[config.mk]
export PLATFORM = sky130hd
export DESIGN_NAME = reg_resp_flat
export DESIGN_NICKNAME = d
export VERILOG_FILES = /design/src/rtl/reg_resp_if.sv /design/src/rtl/reg_resp.sv /design/src/flat_wrapper.sv
export SDC_FILE = /design/constraint.sdc
export NUM_CORES = 1
export LEC_CHECK = 0
export CORE_UTILIZATION = 50
export CTS_BUF_LIST = sky130_fd_sc_hd__clkbuf_16
export DETAILED_ROUTE_END_ITERATION = 6
export GPL_TIMING_DRIVEN = 0
export PLACE_DENSITY = 0.71
export SLEW_MARGIN = 20
export SYNTH_ARGS = -nofsm -noshare
export SYNTH_HDL_FRONTEND = slang
export SYNTH_SLANG_ARGS = --single-unit
[constraint.sdc]
create_clock -name clk -period 3.3 [get_ports clk]
set_input_delay 0.99 -clock clk [delete_from_list [all_inputs] [get_ports clk]]
set_output_delay 0.99 -clock clk [all_outputs]
set_load 0.03 [all_outputs]
[src/rtl/reg_resp_if.sv]
// Request/response channel between a register initiator and the reg_resp register file.
// The master modport is the initiator side; the slave modport is the responder side.
interface reg_resp_if #(
   parameter int WIDTH = 8,
   parameter int AW    = 32
);
   logic             req_valid;
   logic             req_ready;
   logic             req_wr;
   logic [AW-1:0]    addr;
   logic [WIDTH-1:0] wdata;
   logic             rsp_valid;
   logic             rsp_ready;
   logic [WIDTH-1:0] data;
   logic             rsp_err;

   modport master (
      output req_valid, req_wr, addr, wdata, rsp_ready,
      input  req_ready, rsp_valid, data, rsp_err
   );

   modport slave (
      input  req_valid, req_wr, addr, wdata, rsp_ready,
      output req_ready, rsp_valid, data, rsp_err
   );
endinterface

[src/rtl/reg_resp.sv]
// Register-file responder: DEPTH x WIDTH registers behind a valid/ready request channel,
// with one response per request returned in order through a 2-entry response FIFO.
module reg_resp #(
   parameter int WIDTH = 8,
   parameter int DEPTH = 16,
   parameter int AW    = 32
) (
   input  logic        clk,
   input  logic        rst_n,
   reg_resp_if.slave   bus,
   output logic [7:0]  err_cnt
);
   localparam int IW = (DEPTH > 1) ? $clog2(DEPTH) : 1;

   logic [WIDTH-1:0] regs      [DEPTH];
   logic [WIDTH-1:0] fifo_data [2];
   logic             fifo_err  [2];
   logic             wr_ptr;
   logic             rd_ptr;
   logic [1:0]       count;

   logic             push;
   logic             pop;
   logic             in_range;
   logic [IW-1:0]    idx;
   logic [WIDTH-1:0] rsp_data_in;
   logic             rsp_err_in;

   // rst_n is active-high despite its name; both channels are held idle while it is asserted.
   assign bus.req_ready = (count != 2'd2) & ~rst_n;
   assign bus.rsp_valid = (count != 2'd0) & ~rst_n;
   assign bus.data      = bus.rsp_valid ? fifo_data[rd_ptr] : '0;
   assign bus.rsp_err   = bus.rsp_valid ? fifo_err[rd_ptr]  : 1'b0;

   assign push     = bus.req_valid & bus.req_ready;
   assign pop      = bus.rsp_valid & bus.rsp_ready;
   assign in_range = (bus.addr < AW'(DEPTH));
   assign idx      = bus.addr[IW-1:0];

   // Reads return the register contents from before this edge's write.
   always_comb begin
      rsp_data_in = '0;
      rsp_err_in  = 1'b1;
      if (in_range) begin
         rsp_err_in  = 1'b0;
         rsp_data_in = bus.req_wr ? bus.wdata : regs[idx];
      end
   end

   always_ff @(posedge clk) begin
      if (rst_n) begin
         for (int i = 0; i < DEPTH; i++) begin
            regs[i] <= '0;
         end
      end else if (push && in_range && bus.req_wr) begin
         regs[idx] <= bus.wdata;
      end
   end

   // Simultaneous push and pop leaves the occupancy unchanged while the head moves on.
   always_ff @(posedge clk) begin
      if (rst_n) begin
         count        <= 2'd0;
         wr_ptr       <= 1'b0;
         rd_ptr       <= 1'b0;
         fifo_data[0] <= '0;
         fifo_data[1] <= '0;
         fifo_err[0]  <= 1'b0;
         fifo_err[1]  <= 1'b0;
      end else begin
         if (push) begin
            fifo_data[wr_ptr] <= rsp_data_in;
            fifo_err[wr_ptr]  <= rsp_err_in;
            wr_ptr            <= ~wr_ptr;
         end
         if (pop) begin
            rd_ptr <= ~rd_ptr;
         end
         case ({push, pop})
            2'b10:   count <= count + 2'd1;
            2'b01:   count <= count - 2'd1;
            default: count <= count;
         endcase
      end
   end

   always_ff @(posedge clk) begin
      if (rst_n) begin
         err_cnt <= 8'd0;
      end else if (push && !in_range && (err_cnt != 8'hFF)) begin
         err_cnt <= err_cnt + 8'd1;
      end
   end
endmodule

[src/flat_wrapper.sv]
// flat-port wrapper written by rule: the top's interface ports become plain ports
module reg_resp_flat 
#(
   parameter int WIDTH = 8,
   parameter int DEPTH = 16,
   parameter int AW    = 32
)
  (clk, rst_n, err_cnt, bus_req_valid, bus_req_wr, bus_addr, bus_wdata, bus_rsp_ready, bus_req_ready, bus_rsp_valid, bus_data, bus_rsp_err);
  reg_resp_if #(.WIDTH(WIDTH), .AW(AW)) bus_i ();
  input  logic clk;
  input  logic rst_n;
  output logic [7:0] err_cnt;
  input wire logic [$bits(bus_i.req_valid)-1:0] bus_req_valid;
  input wire logic [$bits(bus_i.req_wr)-1:0] bus_req_wr;
  input wire logic [$bits(bus_i.addr)-1:0] bus_addr;
  input wire logic [$bits(bus_i.wdata)-1:0] bus_wdata;
  input wire logic [$bits(bus_i.rsp_ready)-1:0] bus_rsp_ready;
  output wire logic [$bits(bus_i.req_ready)-1:0] bus_req_ready;
  output wire logic [$bits(bus_i.rsp_valid)-1:0] bus_rsp_valid;
  output wire logic [$bits(bus_i.data)-1:0] bus_data;
  output wire logic [$bits(bus_i.rsp_err)-1:0] bus_rsp_err;
  assign bus_i.req_valid = bus_req_valid;
  assign bus_i.req_wr = bus_req_wr;
  assign bus_i.addr = bus_addr;
  assign bus_i.wdata = bus_wdata;
  assign bus_i.rsp_ready = bus_rsp_ready;
  assign bus_req_ready = bus_i.req_ready;
  assign bus_rsp_valid = bus_i.rsp_valid;
  assign bus_data = bus_i.data;
  assign bus_rsp_err = bus_i.rsp_err;
  reg_resp #(.WIDTH(WIDTH), .DEPTH(DEPTH), .AW(AW)) u_core (.clk(clk), .rst_n(rst_n), .bus(bus_i), .err_cnt(err_cnt));
endmodule
* Word level (Yosys, flattened, before mapping)
Memories as Yosys holds them, arrays and structs flattened. A register that Yosys moved wholly into a read port is not among the register bits. Cells that the tools add are included.
Word-level totals: flip-flop bits (word level) 12, memory bits (writable) 146, output and inout bits 19, word-level logic and storage cells 59, memories 3
Cells by class: $add $sub $neg 3, order comparisons 1, equal/unequal tests 4, multiplexer cells 27, bitwise gates (word level) 7, reductions and logical operators 10
Memory list:
- u_core.regs | depth 16, bits a word 8, read ports 1, clocked after Yosys merged registers in 0, wr ports 16, line reg_resp.sv:15 | logic [WIDTH-1:0] regs [DEPTH];
- u_core.fifo_data | depth 2, bits a word 8, read ports 1, clocked after Yosys merged registers in 1, wr ports 2, line reg_resp.sv:16 | logic [WIDTH-1:0] fifo_data [2];
- u_core.fifo_err | depth 2, bits a word 1, read ports 1, clocked after Yosys merged registers in 1, wr ports 2, line reg_resp.sv:17 | logic fifo_err [2];
Operators by type and width (count):
- 2-to-1 mux 8 bit | 5
- less-than comparator 32 x 5 -> 1 bit (second input constant) | 1
- 2-to-1 mux 1 bit | 20
- OR reduction 8 bit | 2
- adder 8 x 1 -> 8 bit (second input constant) | 1
- != test 8 bit (second input constant) | 1
- AND 1 bit | 4
- logical AND 1 bit | 4
- 2-to-1 mux 4 bit | 1
- case mux 2 bit (2 select lines) | 1
- nonzero test 2 bit | 2
- inverter 1 bit | 3
- adder 2 x 1 -> 2 bit (second input constant) | 1
- == test 2 x 1 -> 1 bit (second input constant) | 1
- == test 2 bit (second input constant) | 1
- != test 2 bit (second input constant) | 1
- subtractor 2 x 1 -> 2 bit (second input constant) | 1
- zero test 1 bit | 1
- OR reduction 1 bit | 1

* Logic depth before layout (Yosys ltp)
Gate-level depths: netlist of the first run.
depth in word-level cells 10, mapped depth 10

* Least setup slack after synthesis of the first run
Ideal clock, no wire load.
path kind input-to-reg, from in rst_n, to mem u_core.fifo_data[0][0] (enable), data arrival time 2.563 ns, required time 2.913 ns, setup slack 0.350 ns, stages on the path 7, path through inv_2 o21a_2 and2_4 inv_2 buf_2 buf_2 o21ai_0
RTL lines:
- from (decl) | line flat_wrapper.sv:11 | input logic rst_n;
- to (decl) | line reg_resp.sv:16

==> run metrics, run 1 <==
Critical Path Sink Type=flip-flop; Max-Cap Viols=0; Top cell by count, worst path=buf_4; Syn Area/Cell=13.8 sq um; CTS Root Cell=clkbuf_16; crit start category=input pin; Ys Warns=0; drc violations=26; CTS Buf Count=17; hold_ws=0.518 ns; Slew headroom=47.8%; clock-pin slew on the worst setup and hold paths=0.06 ns; first-pass GRT wire length=28,100 um; Antenna Nets Post-Route=0; worst-path cell chain=clkdlybuf4s50_1, nor4_1, nand4_1, nor3_4, buf_4, and4_1, buf_4, or2_4; #FFs+latches synth=159; worst-path fanout max=10; IO buf count=62; top post-synthesis cells by count=146 x edfxtp_1, 130 x and2_1, 33 x nor2_1, 32 x mux4_2, 17 x mux2i_1; Clock Tree Buf Depth=2; share of cells above drive strength 1=17.5%; grt ovf=0; maximum vdd drop=0.000379 V; area leader, netlist=edfxtp_1; Final setup viols=0; Critical path buffers and inverters=3; Clk Latency, worst-skew pair=0.43 ns; Post-CTS Setup Bufs=0; placed cell area=8410 sq um; vias in the first global route=4,938; worst hold path type=reg2reg; kind of cell with the highest combined delay on the critical path=simple AND/OR/NAND/NOR gates; num rows=44; H-tree depth=4; type of the worst setup path=in2reg; Final Max Slew Viols=0; post-synth top area share=58.0%; TritonCTS clock tree=yes; Area Overhead vs Synth=18.6%; DR vias/cell=5.86; minimum clock period=3.07 ns; Mapped Cells=546; number of flops mapped to enable cells by yosys=146; largest net degree at the start of global routing=17; Final Skew=0.00845 ns; Netlist Area Pre-Place=7560 sq um; Worst path max stage delay=0.42 ns; Die Span Y=125 um; crit share post-route=93.2%; top_reg_cell synth=edfxtp_1; Area contributors post-synth=edfxtp_1 58%, and2_1 11%, mux4_2 9.5%, dfxtp_1 3.4%, mux2i_1 2.3%; RSZ-0062 raised after global routing=no; Worst path slowest cell=nor3_4; Final nets=673; via count=4,819; status=finished with violations; top-count cell post-synth=edfxtp_1; Synth Net Count=593; Final Hold Fails=0; overall routed net length=18,000 um; routability cong.=0.876; io pins=64; Die Footprint=15,600 sq um; # fillers=1,112; DP HPWL=12,300 um; core area=14,600 sq um; Finished Cell Area=8960 sq um; PD cells=498 nW/um^2; Tightest Pin Transition=0.784 ns; Sink Count=159; GRT Util Overall=24.9%; post-synth cell types=44; WL/cell=21.8 um; ant diodes=0; worst endpoint data arrival time=3.20 ns; Worst EP required=3.43 ns; ys async rst share=0%; initial antenna violation count=0; Iter 0 DRT Violations=427; drt pass-1 iters=7; failing checks=design-rule violations; chip width=125 um; sequential share of the synthesized area=61.5%; Pleak=3.33 nW; initial core utilization=51.6%; max frequency=0.325 GHz
-- what timing repair did --
action,CTS,global route
hold buffers,0,0
gates resized for setup,26,14
cloned,0,0
pin swaps,0,0
endpoints found under the setup margin,91,89
-- worst paths after layout --
kind	from	endpoint	slack, ns	cells after the start
max	bus_addr[23]	u_core.regs[5][1]	0.23	8
min reg2reg	u_core.rd_ptr	u_core.rd_ptr	0.52	2
min	u_core.rd_ptr	u_core.rd_ptr	0.52	2
max reg2reg	u_core.count[0]	u_core.regs[5][1]	1.03	8
-- flip-flops by register name (all words and copies together) (netlist names), named ones only --
signal / cells
u_core.err_cnt: 8
u_core.fifo_data: 16
u_core.regs: 128
u_core.fifo_err: 2
u_core.count: 2
u_core.wr_ptr: 1
u_core.rd_ptr: 1
-- worst reg2reg max path, delay by kind of cell, from the launching register on --
family,cells,cell delay (ns)
buffers and inverters,3,0.46
AO/OA/AOI/OAI,1,0.17
AND/OR/NAND/NOR,4,0.94
flip-flops,1,0.41
-- cells by family after synthesis --
| logic type | Yosys count | share of synthesized area (%) |
|---|---|---|
| mux | 49 | 11.8 |
| fa+ha+maj | 2 | 0.331 |
| simple gates | 238 | 18.9 |
| buf+inv | 51 | 3.39 |
| flops | 159 | 61.5 |
| compound gates | 43 | 3.66 |
| xor+xnor | 4 | 0.464 |
-- cell type report --
cell class	instances	area [sq um]	share of cell area [%]
Multi-Input combinational cell	336	2690	30.0
Clock buffer	17	425	4.75
Tap cell	184	230	2.57
Inverter	6	25.0	0.279
Clock inverter	15	106	1.19
Timing Repair Buffer	62	618	6.89
Buffer	44	226	2.53
Sequential cell	159	4640	51.8
-- where the power goes --
group          switching [mW]  internal (mW)
Clock                   0.766           1.02
Sequential             0.0259           2.26
Combinational           0.228          0.169
Total                    1.02           3.45
-- metal layers --
| layer | wire length, um | share of wire, % | track usage (%) | up-vias |
|---|---|---|---|---|
| met1 | 7340 | 41 | 32.6 | 2360 |
| met4 | 585 | 3.3 | 11.5 | 0 |
| met5 | 0 | 0 | 0 | - |
| met3 | 1430 | 8.0 | 6.12 | 37 |
| met2 | 8620 | 48 | 39.5 | 231 |
| li1 | - | - | - | 2191 |
-- metrics by stage --
step	setup TNS, ns	worst slack [ns]	instances	util, %	total power, mW
6_report	0	0.225	823	61.2	4.47
5_1_grt	0	0.0920	823	61.2	4.60
4_1_cts	0	0.00928	824	61.1	4.47
3_5_place_dp	-84.01	-0.643	792	57.4	2.73
3_3_place_gp	-79.08	-0.648	792	57.4	2.71
2_1_floorplan	0	0.350	546	-	2.55
-- cell usage in the layout, fill, tap and decap left out, types with 11 or more instances in the layout --
cell type,synthesis,layout
edfxtp_1,146,146
and2_1,130,130
clkdlybuf4s50_1,0,50
nor2_1,33,33
mux4_2,32,32
clkbuf_16,0,17
buf_2,16,16
mux2i_1,17,16
clkbuf_1,15,15
dfxtp_1,13,13
a21oi_1,12,12
and4_1,11,11
(Power assumes the default switching activity.)
==> run 2: changes to the inputs <==
- CORE_MARGIN: not set -> 5
==> run metrics, run 2 (synthesized netlist as in run 1, its figures left out) <==
hold path start=u_core.err_cnt[7]; Clock Tree Buf Depth=2 (unchanged); vias in the first global route=4,864 (-1.5%); CTS Root Cell=clkbuf_16; GRT Util Overall=21.2% (-3.7 points); largest net degree at the start of global routing=17 (unchanged); worst hold path type=reg2reg; Worst EP required=2.31 ns (-1.12 ns); RSZ-0062 raised after global routing=yes; max reg flops=128 (unchanged); first-pass GRT wire length=27,600 um (-1.7%); via count=4,817 (-0.042%); DP HPWL=12,400 um (+1.3%); IO buf count=62 (unchanged); H-tree depth=4 (unchanged); Tightest Pin Transition=0.813 ns (+0.0295 ns); met1 WL=7480 um (+1.9%); dpl ws=-0.674 ns (-0.0301 ns); met3 routed WL=1600 um (+12%); overall routed net length=18,400 um (+2.2%); Final setup viols=0 (unchanged); PD cells=488 nW/um^2 (-2.1%); Die Footprint=17,700 sq um (+13%); num rows=45 (+2.3%); io pins=64 (unchanged); crit start category=input pin; routability cong.=0.880 (+0.38%); Iter 0 DRT Violations=353 (-17%); register bank with the most flops=u_core.regs; DR vias/cell=5.82 (-0.52%); Sink Count=159 (unchanged); share of cells above drive strength 1=16.6% (-0.94 points); Pleak=3.34 nW (+0.35%); Critical Path Sink Type=primary output; worst-path fanout max=10 (unchanged); R2R depth=8 (unchanged); final worst slack=0.0624 ns (-0.163 ns); drc violations=0 (-100%); Setup crit start=rst_n; Final nets=674 (+0.15%); R2R Setup Slk=1.04 ns (about the same); type of the worst setup path=in2out; Max-Cap Viols=0 (unchanged); commonest non-fill, non-tap cell in the layout=edfxtp_1; initial antenna violation count=1 (+1); chip width=133 um (+6.4%); Final Hold Fails=0 (unchanged); max frequency=0.309 GHz (-5.0%); Die Span Y=133 um (+6.4%); Hold Buf Count CTS=0 (unchanged); initial core utilization=50.3% (-1.3 points); drt pass-1 iters=4 (-3); CP endpoint=bus_rsp_valid; TritonCTS clock tree=yes; clock-pin slew on the worst setup and hold paths=0.06 ns (about the same); status=completed; placed cell area=8410 sq um (about the same); CTS Buf Count=17 (unchanged); most frequent cells in the layout=146 x edfxtp_1, 130 x and2_1, 50 x clkdlybuf4s50_1, 33 x nor2_1, 32 x mux4_2; crit share post-route=98.1% (+4.9 points); Area Overhead vs Synth=18.1%; biggest regs=u_core.regs: 128 flops, u_core.fifo_data: 16 flops, u_core.err_cnt: 8 flops; minimum clock period=3.24 ns (+0.163 ns); worst endpoint data arrival time=2.25 ns (-0.95 ns); Finished Cell Area=8930 sq um (-0.40%); grt ovf=0 (unchanged); Slew headroom=45.8% (-2.0 points); core area=15,000 sq um (+2.7%); ant diodes=0 (unchanged); Post-CTS Setup Bufs=0 (unchanged); WL/cell=22.2 um (+1.7%); maximum vdd drop=0.000333 V (-12%); Final Max Slew Viols=0 (unchanged); Clk Latency, worst-skew pair=0.43 ns (about the same); FF-to-FF End=u_core.regs[7][6]; max layer used=met5; Reg-to-Reg Start=u_core.count[0]; Antenna Nets Post-Route=0 (unchanged); Final Skew=0.0122 ns (+0.00376 ns); met2 WL=8570 um (-0.57%)
[run 2: final cells by class]
| cell class | count | area, sq um |
|---|---|---|
| Tap cell | 188 | 235 |
| Inverter | 6 | 22.5 |
| Sequential cell | 159 | 4640 |
| Timing Repair Buffer | 62 | 617 |
| Clock inverter | 14 | 65.1 |
| Multi-Input combinational cell | 336 | 2690 |
| Clock buffer | 17 | 425 |
| Buffer | 45 | 234 |
| Fill cell | 1170 | 6100 |
[run 2: how the worst min path moves through the flow]
stage,end,slack (ns),cells past startpoint
3_3_place_gp,u_core.count[1],0.48,2
4_1_cts,u_core.err_cnt[7],0.51,2
5_1_grt,flip-flop,0.56,2
6_report,u_core.err_cnt[7],0.50,2
2_1_floorplan,u_core.count[1],0.47,2
3_5_place_dp,u_core.err_cnt[7],0.51,2
[run 2: critical path: stages]
cell and delay, ns:
dlygate4sd2_1 0.41, inv_2 0.16, o21ai_2 0.21, inv_1 0.10, dlygate4sd2_1 0.37
[run 2: through the flow]
| step | total power [mW] | std cells | util (%) | TNS, ns | hold slack, ns |
|---|---|---|---|---|---|
| 2_1_floorplan | 2.55 | 546 | - | 0 | 0.471 |
| 3_3_place_gp | 2.71 | 796 | 56.0 | -68.82 | 0.484 |
| 3_5_place_dp | 2.73 | 796 | 56.0 | -73.40 | 0.506 |
| 4_1_cts | 4.36 | 827 | 59.4 | 0 | 0.511 |
| 5_1_grt | 4.48 | 827 | 59.4 | -0.0357 | 0.557 |
| 6_report | 4.35 | 827 | 59.4 | 0 | 0.501 |
[run 2: timing repair]
action                                  CTS  global route
endpoints found under the setup margin   91             3
hold endpoints to repair                  0             0
resized for setup                        32             0
[run 2: metal layers]
| layer | track usage, % | up-vias |
|---|---|---|
| li1 | - | 2184 |
| met1 | 27.2 | 2366 |
| met2 | 32.9 | 226 |
| met3 | 7.00 | 39 |
| met4 | 9.47 | 2 |
| met5 | 0 | - |
[run 2: power breakdown]
part | total [mW] | switching [mW] | internal (mW)
Clock | 1.67 | 0.740 | 0.926
Combinational | 0.399 | 0.230 | 0.169
Sequential | 2.29 | 0.0258 | 2.26
==> run 3: changes to the inputs <==
- PLACE_DENSITY: 0.71 -> not set
- PLACE_DENSITY_LB_ADDON: not set -> 0.12
- clock period: 3.3 -> 4.1 ns (I/O delays scaled with it)
==> run metrics, run 3 (synthesized netlist as in run 1, its figures left out) <==
Clk Latency, worst-skew pair=0.43 ns (about the same); hold_ws=0.521 ns (+0.0200 ns); max frequency=0.254 GHz; drc violations=0 (unchanged); io pins=64 (unchanged); CTS Buf Count=17 (unchanged); num rows=45 (unchanged); IO buf count=62 (unchanged); Critical Path Sink Type=primary output; routability cong.=0.864 (-1.8%); type of the worst setup path=in2out; Hold Buf Count CTS=0 (unchanged); ant diodes=0 (unchanged); GRT Util Overall=21.3% (+0.14 points); Final Max Slew Viols=0 (unchanged); crit start category=input pin; worst-path fanout max=10 (unchanged); WL/cell=22.2 um (+0.18%); register bank with the most flops=u_core.regs; worst hold path type=reg2reg; vias in the first global route=4,946 (+1.7%); Pleak=3.38 nW (+1.2%); Die Footprint=17,700 sq um (unchanged); most frequent cells in the layout=146 x edfxtp_1, 130 x and2_1, 51 x clkdlybuf4s50_1, 33 x nor2_1, 32 x mux4_2; commonest non-fill, non-tap cell in the layout=edfxtp_1; chip width=133 um (unchanged); Setup crit start=rst_n; DR vias/cell=5.78 (-0.71%); grt ovf=0 (unchanged); Antenna Nets Post-Route=0 (unchanged); DP HPWL=12,500 um (+0.98%); via count=4,800 (-0.35%); overall routed net length=18,500 um (+0.54%); initial core utilization=50.3% (unchanged); Combinational Power Share=8.6% (-0.6 points); Final nets=676 (+0.30%); Worst EP required=2.87 ns (+0.56 ns); placed cell area=8410 sq um (unchanged); CTS Root Cell=clkbuf_16; Sink Count=159 (unchanged); H-tree depth=4 (unchanged); drt pass-1 iters=6 (+2); crit share post-route=96.0%; Area Overhead vs Synth=18.9%; largest net degree at the start of global routing=17 (unchanged); Final setup viols=0 (unchanged); TritonCTS clock tree=yes; switching part of the total=22.1% (-0.77 points); Finished Cell Area=8990 sq um (+0.64%); worst endpoint data arrival time=2.71 ns (+0.46 ns); biggest regs=u_core.regs: 128 flops, u_core.fifo_data: 16 flops, u_core.err_cnt: 8 flops; status=completed; Seq pwr share=49.7% (-2.9 points); Clock power frac=41.7% (+3.4 points); hold path start=u_core.err_cnt[7]; Max-Cap Viols=0 (unchanged); Pint=2.89 mW (-14%); first-pass GRT wire length=27,700 um (+0.50%); Iter 0 DRT Violations=302 (-14%); share of cells above drive strength 1=15.0% (-1.6 points); Die Span Y=133 um (unchanged); max reg flops=128 (unchanged); Clock Tree Buf Depth=2 (unchanged); Tot Pwr=3.70 mW (-15%); minimum clock period=3.94 ns; RSZ-0062 raised after global routing=no; initial antenna violation count=1 (unchanged); final total negative setup slack=0 ns (unchanged); Final Hold Fails=0 (unchanged); Tightest Pin Transition=0.817 ns (+0.00338 ns); core area=15,000 sq um (unchanged); Reg-to-Reg Start=u_core.count[0]; Slew headroom=45.2% (-0.59 points); # fillers=1,186 (+1.4%); Final Skew=0.00806 ns (-0.00415 ns); PD cells=412 nW/um^2 (-15%); maximum vdd drop=0.000317 V (-4.8%); switching power=819 uW (-18%); clock-pin slew on the worst setup and hold paths=0.06 ns (about the same)
==> run 3: changes by cell type in the layout (fill, tap and decap cells not counted), sizes merged <==
cell           before  now
clkdlybuf4s50      50   51
clkdlybuf4s15       7    4
bufinv              0    3
buf                30   32
inv                11    9
clkinv              8    9
clkinvlp            1    0
dlygate4sd2         5    7
==> run 3: what timing repair did <==
| action | in CTS | in global routing |
|---|---|---|
| endpoints found under the setup margin | 11 | 6 |
| gates resized for setup | 12 | 4 |
| gates cloned | 0 | 0 |
| buffers inserted | 0 | 2 |
==> run 3: final timing paths <==
kind	end	slack (ns)	depth (start not counted)
hold reg to reg	u_core.err_cnt[7]	0.52	2
setup reg to reg	u_core.regs[11][2]	1.56	8
setup / recovery	bus_data[0]	0.16	5
hold / removal	u_core.err_cnt[7]	0.52	2
==> run 3: layer usage <==
| layer | up-vias | global-route usage, % | wire length, um |
|---|---|---|---|
| li1 | 2190 | - | - |
| met1 | 2365 | 27.8 | 7660 |
| met2 | 218 | 34.5 | 8840 |
| met3 | 27 | 5.97 | 1500 |
| met4 | 0 | 7.45 | 476 |
| met5 | - | 0 | 0 |
==> run 3: metrics by stage <==
stage	worst slack (ns)	util [%]	std cells
final	0.163	59.8	830
after global routing	0.0843	59.8	830
after CTS	0.0646	59.6	828
after detailed placement	-0.390	56.0	796
after global placement	-0.335	56.0	796
after floorplan	0.903	-	546
==> run 3: power groups by stage <==
stage / sequential, mW / combinational, mW / clock [mW]
after CTS: 1.84 / 0.317 / 1.56
after global routing: 1.85 / 0.339 / 1.62
after floorplan: 1.87 / 0.179 / 0
after detailed placement: 1.88 / 0.320 / 0
after global placement: 1.87 / 0.315 / 0
final: 1.84 / 0.318 / 1.55
==> run 3: cell type report <==
class / count / area, sq um / share of cell area [%]
well taps: 188 / 235 / 2.62
inverters: 6 / 22.5 / 0.251
flip-flops and latches: 159 / 4640 / 51.7
clock inverters: 15 / 138 / 1.53
clock buffers: 17 / 425 / 4.73
repair buffers: 64 / 627 / 6.98
multi-input cells: 336 / 2660 / 29.6
plain buffers: 45 / 234 / 2.60
==> run 3: worst max-delay path, cell delays in order <==
cell	delay, ns
clkdlybuf4s50_1	0.60
inv_2	0.19
o21ai_2	0.15
nor2_1	0.12
dlygate4sd2_1	0.40
